--- src/rtl/t_toggle_pulse_gen.sv ---
// t_toggle_pulse_gen: synchronizes and debounces a raw push-button level
// and emits a registered one-clock `t` pulse per accepted press.
//
// Ports:
//   clk      - single clock, rising edge
//   rst      - asynchronous active-high reset, clears every flop
//   btn_in   - raw button level, asynchronous, may bounce
//   t        - registered one-cycle toggle request
//   pressed  - registered debounced button level
//
// Build option: define T_PULSE_AUTOREPEAT_EN to make `t` also pulse
// every REPEAT_CYCLES clocks while the button stays held.
module t_toggle_pulse_gen #(
  parameter int SYNC_STAGES     = 2,
  parameter int DEBOUNCE_CYCLES = 4,
  parameter int REPEAT_CYCLES   = 8
) (
  input  logic clk,
  input  logic rst,
  input  logic btn_in,
  output logic t,
  output logic pressed
);

  localparam int CW = $clog2(DEBOUNCE_CYCLES + 1);
  localparam logic [CW-1:0] CMAX = CW'(DEBOUNCE_CYCLES);
  localparam logic [CW-1:0] CONE = CW'(1);

  typedef enum logic [1:0] {
    IDLE,
    CONFIRM_PRESS,
    HELD,
    CONFIRM_RELEASE
  } state_t;

  logic [SYNC_STAGES-1:0] sync;
  logic                   btn_s;
  state_t                 state;
  logic [CW-1:0]          cnt;

  always_ff @(posedge clk or posedge rst) begin
    if (rst) begin
      sync <= '0;
    end else begin
      sync <= {sync[SYNC_STAGES-2:0], btn_in};
    end
  end

  assign btn_s = sync[SYNC_STAGES-1];

`ifdef T_PULSE_AUTOREPEAT_EN
  localparam int RW = $clog2(REPEAT_CYCLES);
  localparam logic [RW-1:0] RMAX = RW'(REPEAT_CYCLES - 1);

  // Repeat phase: value n mod REPEAT_CYCLES during HELD cycle n;
  // frozen while confirming a release.
  logic [RW-1:0] rcnt;
`endif

  always_ff @(posedge clk or posedge rst) begin
    if (rst) begin
      state   <= IDLE;
      cnt     <= '0;
      t       <= 1'b0;
      pressed <= 1'b0;
`ifdef T_PULSE_AUTOREPEAT_EN
      rcnt    <= '0;
`endif
    end else begin
      t <= 1'b0;
      unique case (state)
        IDLE: begin
          if (btn_s) begin
            state <= CONFIRM_PRESS;
            cnt   <= CONE;
          end
        end
        CONFIRM_PRESS: begin
          if (!btn_s) begin
            state <= IDLE;
            cnt   <= '0;
          end else if (cnt == CMAX) begin
            // Only this transition produces the press pulse.
            state   <= HELD;
            cnt     <= '0;
            t       <= 1'b1;
            pressed <= 1'b1;
`ifdef T_PULSE_AUTOREPEAT_EN
            rcnt    <= '0;
`endif
          end else begin
            cnt <= cnt + CONE;
          end
        end
        HELD: begin
          if (!btn_s) begin
            state <= CONFIRM_RELEASE;
            cnt   <= CONE;
          end
`ifdef T_PULSE_AUTOREPEAT_EN
          else if (rcnt == RMAX) begin
            rcnt <= '0;
            t    <= 1'b1;
          end else begin
            rcnt <= rcnt + 1'b1;
          end
`endif
        end
        CONFIRM_RELEASE: begin
          if (btn_s) begin
            // Release glitch: back to HELD silently.
            state <= HELD;
            cnt   <= '0;
          end else if (cnt == CMAX) begin
            state   <= IDLE;
            cnt     <= '0;
            pressed <= 1'b0;
          end else begin
            cnt <= cnt + CONE;
          end
        end
        default: begin
          state <= IDLE;
          cnt   <= '0;
        end
      endcase
    end
  end

endmodule
--- config.mk ---
export PLATFORM = sky130hd
export DESIGN_NAME = t_toggle_pulse_gen
export DESIGN_NICKNAME = d
export VERILOG_FILES = /design/src/rtl/t_toggle_pulse_gen.sv
export SDC_FILE = /design/constraint.sdc
export NUM_CORES = 1
export LEC_CHECK = 0
export BUFFER_PORTS_ARGS = -buffer_cell sky130_fd_sc_hd__buf_2
export CAP_MARGIN = 5
export CORE_AREA = 2 2 39 41
export CTS_CLUSTER_SIZE = 20
export DETAILED_ROUTE_END_ITERATION = 12
export DIE_AREA = 0 0 41 43
export GPL_TIMING_DRIVEN = 0
export PLACE_DENSITY_LB_ADDON = 0.15
export SKIP_CTS_REPAIR_TIMING = 1
export SLEW_MARGIN = 20
export SYNTH_ARGS = -nofsm -noshare
export SYNTH_HDL_FRONTEND = slang
export SYNTH_SLANG_ARGS = --single-unit
--- constraint.sdc ---
create_clock -name clk -period 1.4 [get_ports clk]
set_clock_uncertainty 0.05 [all_clocks]
set_input_delay 0 -clock clk [delete_from_list [all_inputs] [get_ports clk]]
set_output_delay 0 -clock clk [all_outputs]
set_load 0.02 [all_outputs]
Word-level counts from Yosys, hierarchy flattened

Cells that the tools add are included.

Bits of input ports: 3
Output and inout port bits: 2
Bits in registers: 9

Equality and inequality tests: 12
Reduce and logical (&&, ||, !) cells: 5
$add $sub $neg: 1
Muxes and demuxes: 21

Operators by type and width:

| operator                                                              | number |
|---|---|
| 3-bit 2-to-1 mux                                                      | 5 |
| 2-bit 2-to-1 mux                                                      | 6 |
| 2-bit != test, second input constant                                  | 6 |
| 3-bit case mux with 4 select lines                                    | 1 |
| 2-bit case mux with 4 select lines                                    | 1 |
| 1-bit 2-to-1 mux                                                      | 7 |
| 3-bit != test, second input constant                                  | 2 |
| 5-bit AND reduction                                                   | 1 |
| 2-bit equality test, second input constant                            | 2 |
| 4-bit AND reduction                                                   | 1 |
| 3-bit by 1-bit adder with 3-bit output, second input constant         | 1 |
| 3-bit equality test, second input constant                            | 1 |
| 2-bit by 1-bit equality test with 1-bit output, second input constant | 1 |
| 2-bit logical NOT                                                     | 1 |
| 1-bit case mux with 2 select lines                                    | 1 |
| 2-bit AND reduction                                                   | 1 |
| 2-bit nonzero test                                                    | 1 |

Logic depth before layout (Yosys ltp)

Gate-level depths: netlist (run 1).

Depth in word-level cells: 4
Depth in mapped cells: 5
Mapped depth without buffers: 5

Least setup slack after synthesis (run 1)

Ideal clock, no wire load.

Kind: flip-flop to flip-flop
From: register cnt[0]
To: register (tool-made name)
Arrival time: 1.058 ns
Slack: 0.167 ns
Stages on the path, launching flop included: 5
Required time: 1.225 ns
Cells stage by stage: dfrtp_1 -> inv_1 -> ha_1 -> nand3_2 -> mux2_4

RTL lines:

| element                | RTL line | text |
|---|---|---|
| start, declared        | 39       | `logic [CW-1:0] cnt;` |
| start signal, assigned | 92       | `cnt <= cnt + CONE;` |
| start signal, assigned | 119      | `cnt <= cnt + CONE;` |

==> reports/results.txt, run 1 <==
status = finished, final reports clean
final hold vios = 0
Worst setup EP type = register
share of layout cells above drive strength 1 = 27.27%
Max VDD drop = 0.5208 mV
Worst-path clk slew = 60 ps
DRC = 0
largest net degree at the start of global routing = 10
period utilization = 94.04%
All-Layer GR Usage = 9.359%
Cell Int Power = 0.5219 mW
clock root buffer = clkbuf_4
row count = 14
H-Tree Depth = 1
Seq/Total Area, Yosys = 55.05%
CP Max Fanout = 4
Starting DRT DRC Count = 3
Slew Viols, Final = 0
via count = 274
wire per inst = 10.10 microns
synth unique cells = 17
Die Y = 43 microns
first-pass GRT wire length = 1021 microns
Switch Pwr = 0.2552 mW
CP arrival = 1410 ps
wirelength, routed = 606 microns
Final Power = 0.7771 mW
detailed placement HPWL = 455.5 microns
sequential power share = 49.5%
DR vias/cell = 4.567
CTS buffer count = 3
kind of start point of the critical path = register
max cap viols = 0
# diodes = 0
initial antenna violation count = 0
unrepaired setup endpoints after global routing = no
Initial Util = 29.57%
CP startpoint = cnt[0]
slew at the pin with the worst max-slew slack = 333.4 ps
WP buf/inv = 1
R2R Path Start = cnt[0]
yosys warns = 0
GRT overflow = 0
CTS sink cnt = 9
syn_nets = 39
Fmax = 759.6 MHz
Synth area leaders = dfrtp_1 (55%), ha_1 (6.1%), xor2_2 (4.0%)
CTS max path bufs = 2
core footprint = 1384 sq um
Mapped Avg Cell Area = 12.03 sq um
Rel. slew slack = 77.75%
worst path cell trace = inv_1 -> ha_1 -> nand3_2 -> mux2_4
post-synth top area share = 55.05%
area grow syn2layout = 21.10%
Switching Share = 32.84%
I/O pin cnt = 5
Cells after Synth = 34
clock latency on the worst-skew pair = 260 ps
Post-DRT Antenna Nets = 0
Die ar. = 1763 sq um
die width = 41 microns
fin area = 495.5 sq um
Synth area leader = dfrtp_1
most frequent cells in the layout = dfrtp_1 (9), inv_1 (4), nand2_1 (4), buf_2 (4), clkbuf_4 (3)
Hold WC Path Type = in2async
Critical Path RT = 1500 ps
critical path class = reg2reg
Layout Nets = 50
Post-DP Area = 449.2 sq um
buffers added on ports = 4
leakage power total = 0.2216 nW
worst stage delay on the critical path = 380 ps
Post-Syn Area = 409.1 sq um
Worst path slowest cell = dfrtp_1
flops & latches, synth = 9
GPL Wtd Cong = 0.7282
final design utilization = 35.80%
TNS Setup = 0 ps
Setup violations, final = 0
power share of the clock group = 25.2%
fin crit period = 1317 ps
most common cell after layout, fill and taps aside = dfrtp_1
Power per Cell Area = 1568 nW/um^2
CTS tree = done
crit-path leading delay family = flip-flops
Gate power share = 25.3%
First-pass DRT Iterations = 4
number of global-route vias before repair = 240
-- per-stage QoR --
step | hold slack [ps] | worst slack [ps] | std cells
detailed placement | -73.97 | 76.56 | 54
global placement | -84.66 | 88.48 | 54
global route | 263.2 | 5.299 | 60
finish | 187.7 | 83.48 | 60
CTS | -360.2 | 72.12 | 58
floorplan | -222.1 | 167.3 | 34
-- cell type report --
| class | instances | area (sq um) |
|---|---|---|
| clock buffer | 4 | 26.28 |
| fill | 138 | 888.4 |
| inverter | 4 | 15.01 |
| multi-input combinational | 21 | 168.9 |
| sequential | 9 | 225.2 |
| tap | 16 | 20.02 |
| timing repair buffer | 6 | 40.04 |
-- synthesized netlist by cell type --
cell / count
nand3_2: 1
o22ai_2: 1
a41oi_1: 1
o21ai_0: 2
dfrtp_1: 9
inv_1: 4
nand3_1: 1
o31ai_1: 1
a21oi_1: 1
and2_2: 1
nor3b_1: 2
xor2_2: 1
a22oi_1: 1
xnor2_1: 1
mux2_4: 1
ha_1: 2
nand2_1: 4
-- worst register-to-register path, delay by kind of cell (launching register included) --
family / cells / cell delay (ps)
simple gates: 1 / 130
mux: 1 / 320
buf+inv: 1 / 90
fa+ha+maj: 1 / 240
flops: 1 / 380
-- final timing paths --
path / end / slack, ps / depth (start not counted)
max: register / 80 / 4
min: state[0] / 190 / 3
max reg2reg: register / 80 / 4
min reg2reg: sync[1] / 300 / 0
max in group asynchronous: cnt[0] / 860 / 3
min in group clk: sync[1] / 300 / 0
-- cell families (layout without fill, tap and decap cells) --
logic type	count (synthesis)	after routing	synth area share, %
adders and majority gates	2	2	6.115
and+or+nand+nor	9	9	12.84
buffers and inverters	4	14	3.669
AOI/OAI and AO/OA	7	7	12.54
muxes	1	1	3.669
DFF	9	9	55.05
xor gates and xnor gates	2	2	6.118
-- per-layer routing --
| metal | up-vias | GRT usage [%] | share of wire, % |
|---|---|---|---|
| met5 | - | 0 | 0 |
| met4 | 0 | 12.00 | 4.1 |
| met3 | 4 | 1.571 | 2.3 |
| met2 | 4 | 11.88 | 48 |
| met1 | 131 | 11.07 | 46 |
| li1 | 135 | - | - |
-- power by group through the flow --
stage,combinational (mW),sequential (mW),clock (mW)
after floorplan,0.164,0.377,0
after global placement,0.195,0.389,0
after detailed placement,0.196,0.390,0
after CTS,0.197,0.387,0.207
after global routing,0.232,0.395,0.216
final,0.196,0.385,0.196
Note: power is estimated with default switching activity, not from simulation.
==> run 2: changes to the inputs <==
--- a/config.mk
+++ b/config.mk
@@ -8,6 +8,7 @@
 export BUFFER_PORTS_ARGS = -buffer_cell sky130_fd_sc_hd__buf_2
 export CAP_MARGIN = 5
+export CELL_PAD_IN_SITES_DETAIL_PLACEMENT = 0
+export CELL_PAD_IN_SITES_GLOBAL_PLACEMENT = 2
 export CORE_AREA = 2 2 39 41
-export CTS_CLUSTER_SIZE = 20
 export DETAILED_ROUTE_END_ITERATION = 12
 export DIE_AREA = 0 0 41 43
--- a/constraint.sdc
+++ b/constraint.sdc
@@ -3,3 +3,3 @@
 set_input_delay 0 -clock clk [delete_from_list [all_inputs] [get_ports clk]]
 set_output_delay 0 -clock clk [all_outputs]
-set_load 0.02 [all_outputs]
+set_load 0.005 [all_outputs]
==> run 2 against run 1 <==
Net effect: sequential share of layout area down 0.23 points; via count up 1.1%; clock power up 6%; critical path type unchanged.
==> reports/results.txt, run 2 (synthesized netlist as in run 1, its figures left out) <==
R2R Path Start = cnt[0] (unchanged)
share of layout cells above drive strength 1 = 29.55% (was 27.27%)
All-Layer GR Usage = 10.48% (was 9.359%)
wire per inst = 11.57 microns (was 10.10 microns)
DRC = 0 (unchanged)
Power per Cell Area = 1613 nW/um^2 (was 1568 nW/um^2)
Worst-path clk slew = 60 ps (about the same)
status = finished, final reports clean (unchanged)
worst path cell trace = inv_1 -> ha_2 -> nand3_2 -> mux2_4 (was inv_1 -> ha_1 -> nand3_2 -> mux2_4)
CTS tree = done (unchanged)
period utilization = 94.88% (was 94.04%)
first-pass GRT wire length = 1083 microns (was 1021 microns)
leakage power total = 0.2204 nW (was 0.2216 nW)
Final Power = 0.8032 mW (was 0.7771 mW)
via count = 277 (was 274)
die width = 41 microns (unchanged)
largest net degree at the start of global routing = 10 (unchanged)
kind of start point of the critical path = register (unchanged)
Critical Path RT = 1500 ps (about the same)
Slew Viols, Final = 0 (unchanged)
CTS sink cnt = 9 (unchanged)
number of global-route vias before repair = 248 (was 240)
max cap viols = 0 (unchanged)
Rel. slew slack = 77.47% (was 77.75%)
Fmax = 752.8 MHz (was 759.6 MHz)
worst stage delay on the critical path = 380 ps (about the same)
GRT overflow = 0 (unchanged)
CTS max path bufs = 2 (unchanged)
DR vias/cell = 4.617 (was 4.567)
CTS buffer count = 3 (unchanged)
First-pass DRT Iterations = 4 (unchanged)
Max VDD drop = 0.6010 mV (was 0.5208 mV)
detailed placement HPWL = 459.2 microns (was 455.5 microns)
initial antenna violation count = 0 (unchanged)
Hold Slack = 171.8 ps (was 187.7 ps)
GPL Wtd Cong = 0.6637 (was 0.7282)
Starting DRT DRC Count = 8 (was 3)
CP arrival = 1430 ps (was 1410 ps)
clock latency on the worst-skew pair = 270 ps (was 260 ps)
Die Y = 43 microns (unchanged)
critical path class = reg2reg (unchanged)
Layout Nets = 50 (unchanged)
Setup violations, final = 0 (unchanged)
crit-path leading delay family = flip-flops (unchanged)
unrepaired setup endpoints after global routing = no (unchanged)
Worst setup EP type = register (unchanged)
H-Tree Depth = 1 (unchanged)
TNS Setup = 0 ps (unchanged)
buffers added on ports = 4 (unchanged)
fin crit period = 1328 ps (was 1317 ps)
most frequent cells in the layout = dfrtp_1 (9), inv_1 (4), nand2_1 (4), buf_2 (4), clkbuf_4 (3) (unchanged)
clock root buffer = clkbuf_4 (unchanged)
slew at the pin with the worst max-slew slack = 337.6 ps (was 333.4 ps)
Worst R2R Path Depth = 4 (unchanged)
area grow syn2layout = 21.71% (was 21.10%)
Hold WC Path Type = in2async (unchanged)
CP Max Fanout = 4 (unchanged)
Initial Util = 29.57% (unchanged)
most common cell after layout, fill and taps aside = dfrtp_1 (unchanged)
# diodes = 0 (unchanged)
row count = 14 (unchanged)
final hold vios = 0 (unchanged)
Post-DRT Antenna Nets = 0 (unchanged)
Die ar. = 1763 sq um (unchanged)
FILL cells = 133 (was 138)
I/O pin cnt = 5 (unchanged)
Worst path slowest cell = dfrtp_1 (unchanged)
core footprint = 1384 sq um (unchanged)
r2r setup slk = 70 ps (was 80 ps)
WP buf/inv = 1 (unchanged)
wirelength, routed = 694 microns (was 606 microns)
-- run 2: cell counts in the layout (fill, tap and decap cells not counted) --
No cell type changed its count.
-- run 2: stage by stage --
stage	utilization (%)	std cells	setup slack (ps)	area (sq um)
6_report	35.99	60	71.68	498.0
5_1_grt	35.99	60	34.01	498.0
4_1_cts	34.36	58	32.37	475.5
3_5_place_dp	32.46	54	65.06	449.2
3_3_place_gp	32.46	54	81.12	449.2
2_1_floorplan	-	34	167.3	409.1
-- run 2: per-layer routing --
layer	share of wire [%]	GRT usage, %	wire length (microns)
met1	46	12.42	317
met2	45	13.13	311
met3	3.7	3.141	26
met4	5.5	12.00	38
met5	0	0	0
-- run 2: cell type report --
class                           count  area [sq um]  share of cell area, %
Clock buffer                        4         26.28                  5.276
Timing Repair Buffer                6         40.04                  8.040
Tap cell                           16         20.02                  4.020
Multi-Input combinational cell     21         171.4                  34.42
Inverter                            4         15.01                  3.015
Sequential cell                     9         225.2                  45.23
-- run 2: worst register-to-register path, stage by stage, from the launching register on --
cell and delay [ps]:
dfrtp_1 380, inv_1 100, ha_2 230, nand3_2 130
mux2_4 330
-- run 2: worst max path at each step --
| stage | cells past startpoint | end | startpoint |
|---|---|---|---|
| 5_1_grt | 4 | register | cnt[1] |
| 6_report | 4 | register | cnt[0] |
| 2_1_floorplan | 4 | register | cnt[0] |
| 3_5_place_dp | 4 | register | cnt[0] |
| 3_3_place_gp | 4 | register | cnt[0] |
| 4_1_cts | 4 | register | cnt[0] |
-- run 2: report_power, final --
part / total, mW / switching (mW) / internal (mW) / leakage [nW]
Clock: 0.208 / 0.0973 / 0.110 / 0.0150
Sequential: 0.391 / 0.0756 / 0.315 / 0.110
Combinational: 0.205 / 0.103 / 0.102 / 0.0959
